==> config.mk <==
export PLATFORM = sky130hd
export DESIGN_NAME = ps2_host_tx
export DESIGN_NICKNAME = d
export VERILOG_FILES = /design/src/rtl/ps2_host_tx.sv
export SDC_FILE = /design/constraint.sdc
export NUM_CORES = 1
export LEC_CHECK = 0
export ABC_AREA = 1
export CAP_MARGIN = 30
export CORE_MARGIN = 5
export CORE_UTILIZATION = 60
export DETAILED_ROUTE_END_ITERATION = 8
export PLACE_DENSITY = 0.86
export SLEW_MARGIN = 20
export SYNTH_ARGS = -nofsm -noshare
export SYNTH_HDL_FRONTEND = slang
export SYNTH_SLANG_ARGS = --single-unit
export TNS_END_PERCENT = 100
==> constraint.sdc <==
create_clock -name CLOCK_50 -period 1.83 [get_ports CLOCK_50]
set_input_delay 0.183 -clock CLOCK_50 [delete_from_list [all_inputs] [get_ports CLOCK_50]]
set_output_delay 0.183 -clock CLOCK_50 [all_outputs]
set_load 0.01 [all_outputs]
==> src/rtl/ps2_host_tx.sv <==
// ps2_host_tx: host-to-device PS/2 command transmitter.
// Drives the open-drain enables for PS2_CLK/PS2_DAT through inhibit,
// request-to-send, 8 data bits (LSB first), odd parity, stop and device ACK.
// Optional build macro: PS2_TX_RETRY_EN -- on NACK/timeout the same byte is
// resent up to MAX_RETRIES extra times before tx_error is reported.
module ps2_host_tx #(
  parameter int unsigned INHIBIT_CYCLES = 6000,
  parameter int unsigned TIMEOUT_CYCLES = 750000,
  parameter int unsigned MAX_RETRIES    = 2
) (
  input  logic       CLOCK_50,
  input  logic       KEY,
  input  logic [7:0] tx_data,
  input  logic       tx_start,
  output logic       tx_busy,
  output logic       tx_done,
  output logic       tx_error,
  input  logic       ps2_clk_in,
  input  logic       ps2_dat_in,
  output logic       ps2_clk_oe,
  output logic       ps2_dat_oe
);

  localparam int unsigned INH_W = (INHIBIT_CYCLES > 1) ? $clog2(INHIBIT_CYCLES) : 1;
  localparam int unsigned TO_W  = (TIMEOUT_CYCLES > 1) ? $clog2(TIMEOUT_CYCLES) : 1;
  localparam logic [INH_W-1:0] INH_LAST = INH_W'(INHIBIT_CYCLES - 1);
  localparam logic [TO_W-1:0]  TO_LAST  = TO_W'(TIMEOUT_CYCLES - 1);

  typedef enum logic [3:0] {
    S_IDLE,
    S_INHIBIT,
    S_RTS,
    S_DATA,
    S_PARITY,
    S_STOP,
    S_ACK,
    S_WAIT_IDLE,
    S_FAIL
  } state_t;

  state_t           state_q, state_n;
  logic [INH_W-1:0] inh_q, inh_n;
  logic [TO_W-1:0]  to_q, to_n;
  logic [2:0]       idx_q, idx_n;
  logic [7:0]       byte_q, byte_n;
  logic             par_q, par_n;
  logic             clk_oe_q, clk_oe_n;
  logic             dat_oe_q, dat_oe_n;
  logic             busy_q, busy_n;
  logic             done_q, done_n;
  logic             err_q, err_n;
  logic             to_run;

`ifdef PS2_TX_RETRY_EN
  localparam int unsigned RETRY_W = (MAX_RETRIES > 0) ? $clog2(MAX_RETRIES + 1) : 1;
  localparam logic [RETRY_W-1:0] RETRY_LIMIT = RETRY_W'(MAX_RETRIES);
  logic [RETRY_W-1:0] retry_q, retry_n;
`endif

  logic clk_meta, clk_sync, clk_prev;
  logic dat_meta, dat_sync;
  logic fe;

  // Two-flop synchronizers for both pins plus a delayed clock for edge detect.
  always_ff @(posedge CLOCK_50) begin
    if (!KEY) begin
      clk_meta <= 1'b1;
      clk_sync <= 1'b1;
      clk_prev <= 1'b1;
      dat_meta <= 1'b1;
      dat_sync <= 1'b1;
    end else begin
      clk_meta <= ps2_clk_in;
      clk_sync <= clk_meta;
      clk_prev <= clk_sync;
      dat_meta <= ps2_dat_in;
      dat_sync <= dat_meta;
    end
  end

  assign fe = clk_prev & ~clk_sync;

  // State, counters and registered outputs.
  always_ff @(posedge CLOCK_50) begin
    if (!KEY) begin
      state_q  <= S_IDLE;
      inh_q    <= '0;
      to_q     <= '0;
      idx_q    <= '0;
      byte_q   <= '0;
      par_q    <= 1'b0;
      clk_oe_q <= 1'b0;
      dat_oe_q <= 1'b0;
      busy_q   <= 1'b0;
      done_q   <= 1'b0;
      err_q    <= 1'b0;
`ifdef PS2_TX_RETRY_EN
      retry_q  <= '0;
`endif
    end else begin
      state_q  <= state_n;
      inh_q    <= inh_n;
      to_q     <= to_n;
      idx_q    <= idx_n;
      byte_q   <= byte_n;
      par_q    <= par_n;
      clk_oe_q <= clk_oe_n;
      dat_oe_q <= dat_oe_n;
      busy_q   <= busy_n;
      done_q   <= done_n;
      err_q    <= err_n;
`ifdef PS2_TX_RETRY_EN
      retry_q  <= retry_n;
`endif
    end
  end

  // Next-state and next-output logic for the frame sequencer.
  always_comb begin
    state_n  = state_q;
    inh_n    = inh_q;
    to_n     = to_q;
    idx_n    = idx_q;
    byte_n   = byte_q;
    par_n    = par_q;
    clk_oe_n = clk_oe_q;
    dat_oe_n = dat_oe_q;
    busy_n   = busy_q;
    done_n   = 1'b0;
    err_n    = 1'b0;
    to_run   = 1'b0;
`ifdef PS2_TX_RETRY_EN
    retry_n  = retry_q;
`endif

    unique case (state_q)
      S_IDLE: begin
        clk_oe_n = 1'b0;
        dat_oe_n = 1'b0;
        if (tx_start) begin
          byte_n   = tx_data;
          par_n    = ~^tx_data;
          busy_n   = 1'b1;
          inh_n    = '0;
          clk_oe_n = 1'b1;
          state_n  = S_INHIBIT;
`ifdef PS2_TX_RETRY_EN
          retry_n  = '0;
`endif
        end
      end
      S_INHIBIT: begin
        if (inh_q == INH_LAST) begin
          dat_oe_n = 1'b1;
          to_n     = '0;
          state_n  = S_RTS;
        end else begin
          inh_n = inh_q + 1'b1;
        end
      end
      S_RTS: begin
        clk_oe_n = 1'b0;
        idx_n    = '0;
        state_n  = S_DATA;
      end
      S_DATA: begin
        to_run = 1'b1;
        if (fe) begin
          dat_oe_n = ~byte_q[idx_q];
          idx_n    = idx_q + 3'd1;
          if (idx_q == 3'd7) state_n = S_PARITY;
        end
      end
      S_PARITY: begin
        to_run = 1'b1;
        if (fe) begin
          dat_oe_n = ~par_q;
          state_n  = S_STOP;
        end
      end
      S_STOP: begin
        to_run = 1'b1;
        if (fe) begin
          dat_oe_n = 1'b0;
          state_n  = S_ACK;
        end
      end
      S_ACK: begin
        to_run = 1'b1;
        if (fe) state_n = dat_sync ? S_FAIL : S_WAIT_IDLE;
      end
      S_WAIT_IDLE: begin
        to_run = 1'b1;
        if (clk_sync && dat_sync) begin
          done_n  = 1'b1;
          busy_n  = 1'b0;
          state_n = S_IDLE;
        end
      end
      S_FAIL: begin
        clk_oe_n = 1'b0;
        dat_oe_n = 1'b0;
`ifdef PS2_TX_RETRY_EN
        if (retry_q < RETRY_LIMIT) begin
          retry_n  = retry_q + 1'b1;
          inh_n    = '0;
          clk_oe_n = 1'b1;
          state_n  = S_INHIBIT;
        end else begin
          err_n   = 1'b1;
          busy_n  = 1'b0;
          state_n = S_IDLE;
        end
`else
        err_n   = 1'b1;
        busy_n  = 1'b0;
        state_n = S_IDLE;
`endif
      end
      default: state_n = S_IDLE;
    endcase

    // Watchdog between device clock edges; a normal transition taken in the
    // same cycle (e.g. WAIT_IDLE completing) wins over the timeout.
    if (to_run) begin
      if (fe) begin
        to_n = '0;
      end else if (to_q == TO_LAST) begin
        if (state_n == state_q) begin
          state_n  = S_FAIL;
          clk_oe_n = 1'b0;
          dat_oe_n = 1'b0;
        end
      end else begin
        to_n = to_q + 1'b1;
      end
    end
  end

  assign ps2_clk_oe = clk_oe_q;
  assign ps2_dat_oe = dat_oe_q;
  assign tx_busy    = busy_q;
  assign tx_done    = done_q;
  assign tx_error   = err_q;

endmodule

# == Yosys cells after proc, flatten, opt, wreduce, memory -nomap -nowiden ==
# Index checks and enable logic that the tools add are counted.
# op_classes
shifts,0
reduce_logical,14
bitwise_logic,4
n_mul,0
n_mux,47
eq_ne,16
div_mod_pow,0
n_lt_le_gt_ge,1
add_sub_neg,3
# ops
op,count
20-bit two-way mux,5
4-bit two-way mux,13
4-bit case mux with 8 select lines,1
13-bit two-way mux,2
13-bit case mux with 2 select lines,1
20-bit by 1-bit adder with 20-bit output (second input constant),1
20-bit == test (second input constant),1
1-bit two-way mux,19
4-bit by 3-bit == test with 1-bit output (second input constant),4
13-bit by 1-bit adder with 13-bit output (second input constant),1
13-bit == test (second input constant),1
4-bit by 2-bit == test with 1-bit output (second input constant),2
2-bit != test (second input constant),4
8-bit XNOR reduction,1
3-bit case mux with 2 select lines,1
2-bit AND reduction,3
3-bit AND reduction,2
1-bit case mux with 5 select lines,1
5-bit OR reduction,1
4-bit by 1-bit == test with 1-bit output (second input constant),1
4-bit == test,1
4-bit == test (second input constant),1
4-bit logical NOT,1
3-bit by 4-bit less-than comparator with 1-bit output (second input constant),1
12 further kinds,16
# totals
latchBits,0
word_cells,101
regBits,59
n_memories,0
ram_bits,0
mem_bits_ro,0

# == Depth between registers and ports, before layout ==
# depth
word_depth,9
mapped_depth,12
depth_no_buf,12

# == Least setup slack after synthesis ==
# OpenSTA, ideal clock, no wires.
# synth_path
path_kind,reg-to-reg
startpoint,reg inh_q[0]
endpoint,reg to_q[16]
slack_ns,0.243
path_stages_with_launch,11
t_arrival_ns,1.454
period_less_slack_ns,1.587
path_buffers,0
cell_sequence,dfxtp_1 ha_1 nand2_1 nor2_1 nand3_2 nor2_4 nand2_1 nand2_1 nand2_1 nand3_1 a21oi_1
# synth_between
elab_chain_cells,6
# synth_rtl
element,line_no,rtl
from (decl),42,"logic [INH_W-1:0] inh_q, inh_n;"
from (signal assigned),102,inh_q <= inh_n;
13-bit == test (*),153,if (inh_q == INH_LAST) begin
20-bit two-way mux (*),153,
20-bit two-way mux (*),136,unique case (state_q)
20-bit two-way mux,228,end else if (to_q == TO_LAST) begin
20-bit two-way mux,226,if (fe) begin
20-bit two-way mux (*),225,if (to_run) begin
to (signal assigned),103,to_q <= to_n;
to (decl),43,"logic [TO_W-1:0] to_q, to_n;"
# Mark *: on every way between the ends. The rest lies on a longest branch, timed or not.
# A chain may end at the register's enable or synchronous reset.

# == Worst setup path after layout ==
# layout_path
startpoint,reg state_q[3]
endpoint,reg state_q[0]
# layout_between
elab_chain_cells,8
word_cells_on_any_way,24
classes_between,eq/ne (8); mux (14); reduce/logical (2)
# layout_rtl
element,line_no,rtl
from (decl),41,"state_t state_q, state_n;"
from (signal assigned),101,state_q <= state_n;
4-bit two-way mux,171,if (idx_q == 3'd7) state_n = S_PARITY;
4-bit two-way mux,168,if (fe) begin
4-bit case mux with 8 select lines,136,
4-bit == test,229,if (state_n == state_q) begin
4-bit two-way mux,229,
4-bit two-way mux,228,
4-bit two-way mux,226,
4-bit two-way mux (*),225,
# Marks and branches as above.

==> impl_metrics.ini <==
[clock_tree]
path_clk_slew_ns = 0.07
numCtsBuffers = 9
ctsHoldBuffers = 0
clk_latency_ns = 0.34
clockRootBuffer = clkbuf_8
cts_resized = 0
cts_buffer_depth = 2
cts.sinks = 59
cts_tree = yes
cts_htree_levels = 3
post_cts_buffers = 0

[worst_hold_path]
min_path_type = input port to flop
holdPathStages = 2
hold-path-endpoint = clk_meta
min-delay-start = ps2_clk_in

[yosys]
syn_inst = 497
ys_seq_area_share_pct = 34.8
ys_ff_latch = 59
avgSynthCellArea_um2 = 6.82
yosysUniqueCellTypes = 39
syn_nets = 514
syn_area_um2 = 3390
synth_warnings = 0

[timing]
post-route-min-period_ns = 1.73
finClkSkew_ns = 0.00968
fmax_mhz = 577
setup_viol = 0
finalHoldViolCount = 0
slew_headroom_pct = 68.2
fin_setup_tns_ns = 0
rsz0062_at_grt = false
slew_viol_final = 0
finalCritPeriodShare_pct = 94.6
worst_pin_slew_ns = 0.473

[floorplan]
dieHeight_um = 85.2
core_um2 = 5510
io-pin-count = 18
die_area_um2 = 7250
die_w_um = 85.2
fp-row-count = 27
start_util_pct = 61.6

[placement]
io_buffer_count = 17
hpwlAfterDp_um = 6190
placed_area_um2 = 3670
gp_congestion = 0.935

[worst_setup_path]
crit_path_cell_trace = inv_1 -> nand2_4 -> nor2_4 -> inv_2 -> nand2_4 -> nand2_1 -> nor2_1 -> o21ai_1 -> nand2_2 -> a21oi_1
r2r-end = state_q[0]
critical_path.startpoint_type = flop
crit_path_max_fanout = 14
cp-end-kind = flop
required_ns = 2.05
reg2regPathDepth = 10
cp_slowest_cell = dfxtp_1
crit_type = flop to flop
crit_top_cell = nand2_4
crit_family = simple AND/OR/NAND/NOR gates
critPathBufInv = 2
startpoint = state_q[3]
reg2reg_from = state_q[3]
regToRegSetupSlack_ns = 0.1
worstPathArrival_ns = 1.95
path_depth = 10
cp_slowest_stage_delay_ns = 0.30

[status]
status = completed

[power]
ir_worst_vdd_mv = 0.480
p_per_area_nw_per_um2 = 711
p_switching_uw = 685
p_int_uw = 2080
clock_power_share_pct = 43.2
power_frac_comb_pct = 8.8
leakagePower_uw = 0.00151
swShare_pct = 24.8
fin_total_pwr_uw = 2760
power_frac_seq_pct = 48.1

[global_route]
grt_usage_pct = 24.0
grt_pass1_wl_um = 14200
grt_pass1_vias = 3240
grt_overflow = 0
antenna_found_initial = 0
grt_max_degree = 16

[drt]
routed_via_density = 5.69
drc = 0
wl_um = 8390
drt_iter0_drc = 231
post_drt_wl_per_cell_um = 13.9
ant_nets = 0
num_vias = 3434
detail_route.first_pass.iterations = 5

[flow_run]
max_cap_viol_count = 0

[finish]
final_util_pct = 70.6
nNetsFinal = 544
drive_gt1_share_pct = 14.1
fillers = 447
diodes = 0
final_area_um2 = 3890
area_growth_pct = 14.6
## registers in the layout, indices dropped and copies added, names as in the netlist
register,flops
byte_q,8
to_q,20
clk_meta,1
tx_busy,1
dat_sync,1
par_q,1
inh_q,13
ps2_clk_oe,1
tx_done,1
idx_q,3
clk_prev,1
tx_error,1
state_q,4
ps2_dat_oe,1
dat_meta,1
clk_sync,1
## how the worst max path moves through the flow
stage                       endpoint
after global routing        inh_q[9]
after floorplan             to_q[16]
after detailed placement  ps2_dat_oe
after global placement    ps2_clk_oe
final                     state_q[0]
after CTS                 ps2_dat_oe
## cell usage in the layout, fill, tap and decap left out, drive strengths merged, types with 2 or more instances in the layout
cell type      instances
inv                   59
nor3                  17
nor3b                  2
buf                   13
xnor2                  6
ha                     4
clkinv                 5
dfxtp                 59
o211ai                 2
a21oi                 44
nand4                 18
a22oi                  2
nand2                125
or2                    4
o21ai                 25
xor2                   7
clkdlybuf4s50         17
nand3                 46
clkbuf                10
nor2                  55
a211oi                 5
## power groups by stage
stage	Combinational (uW)	Sequential, uW	Clock [uW]
2_1_floorplan	154	1350	0
3_3_place_gp	231	1350	0
3_5_place_dp	235	1360	0
4_1_cts	239	1330	1210
5_1_grt	265	1330	1270
6_report	242	1330	1190
## logic make-up after synthesis
| group | Yosys count | share of synthesized area, % |
|---|---|---|
| and+or+nand+nor | 269 | 38.0 |
| adders and majority gates | 4 | 1.48 |
| DFF | 59 | 34.8 |
| buffers and inverters | 71 | 8.86 |
| xor gates and xnor gates | 13 | 3.36 |
| AOI/OAI and AO/OA | 81 | 13.5 |
## cell type report
cell class | instances | area, um2 | area share, %
multi-input combinational | 367 | 1920 | 49.3
sequential | 59 | 1180 | 30.5
tap | 72 | 90.1 | 2.32
clock buffer | 10 | 138 | 3.54
inverter | 60 | 225 | 5.80
timing repair buffer | 30 | 268 | 6.89
clock inverter | 6 | 65.1 | 1.67
## metal layers
layer	track usage (%)	wire length (um)	share of wire (%)	up-vias
met1	27.9	3480	41	1565
met4	16.0	321	3.8	0
li1	-	-	-	1711
met5	0	0	0	-
met2	40.7	4130	49	127
met3	3.69	468	5.6	31
## synth_stat cells, drive strengths merged
| cell | n | share of area, % |
|---|---|---|
| nand2 | 125 | 15 |
| dfxtp | 59 | 35 |
| inv | 59 | 6.5 |
| nor2 | 55 | 7.7 |
| nand3 | 46 | 7.5 |
| a21oi | 44 | 6.8 |
| o21ai | 25 | 3.8 |
| nand4 | 18 | 3.8 |
| nor3 | 17 | 2.7 |
| buf | 7 | 1.8 |
| xor2 | 7 | 1.8 |
| xnor2 | 6 | 1.5 |
| a211oi | 5 | 1.3 |
| clkbuf | 4 | 0.44 |
| ha | 4 | 1.5 |
| or2 | 4 | 0.74 |
| a22oi | 2 | 0.44 |
| nor3b | 2 | 0.44 |
| o211ai | 2 | 0.44 |
| a31oi | 1 | 0.18 |
| and3 | 1 | 0.18 |
| clkinv | 1 | 0.11 |
| nor4 | 1 | 0.18 |
| o211a | 1 | 0.30 |
| o21bai | 1 | 0.22 |
## per-stage QoR
stage,hold slack (ns),cells,setup WS [ns]
after floorplan,0.290,497,0.243
after global placement,0.396,588,0.136
after detailed placement,0.405,588,0.0480
after CTS,0.388,604,0.0378
after global routing,0.407,604,0.000266
final,0.400,604,0.0982
Note: power is estimated with default switching activity, not from simulation.
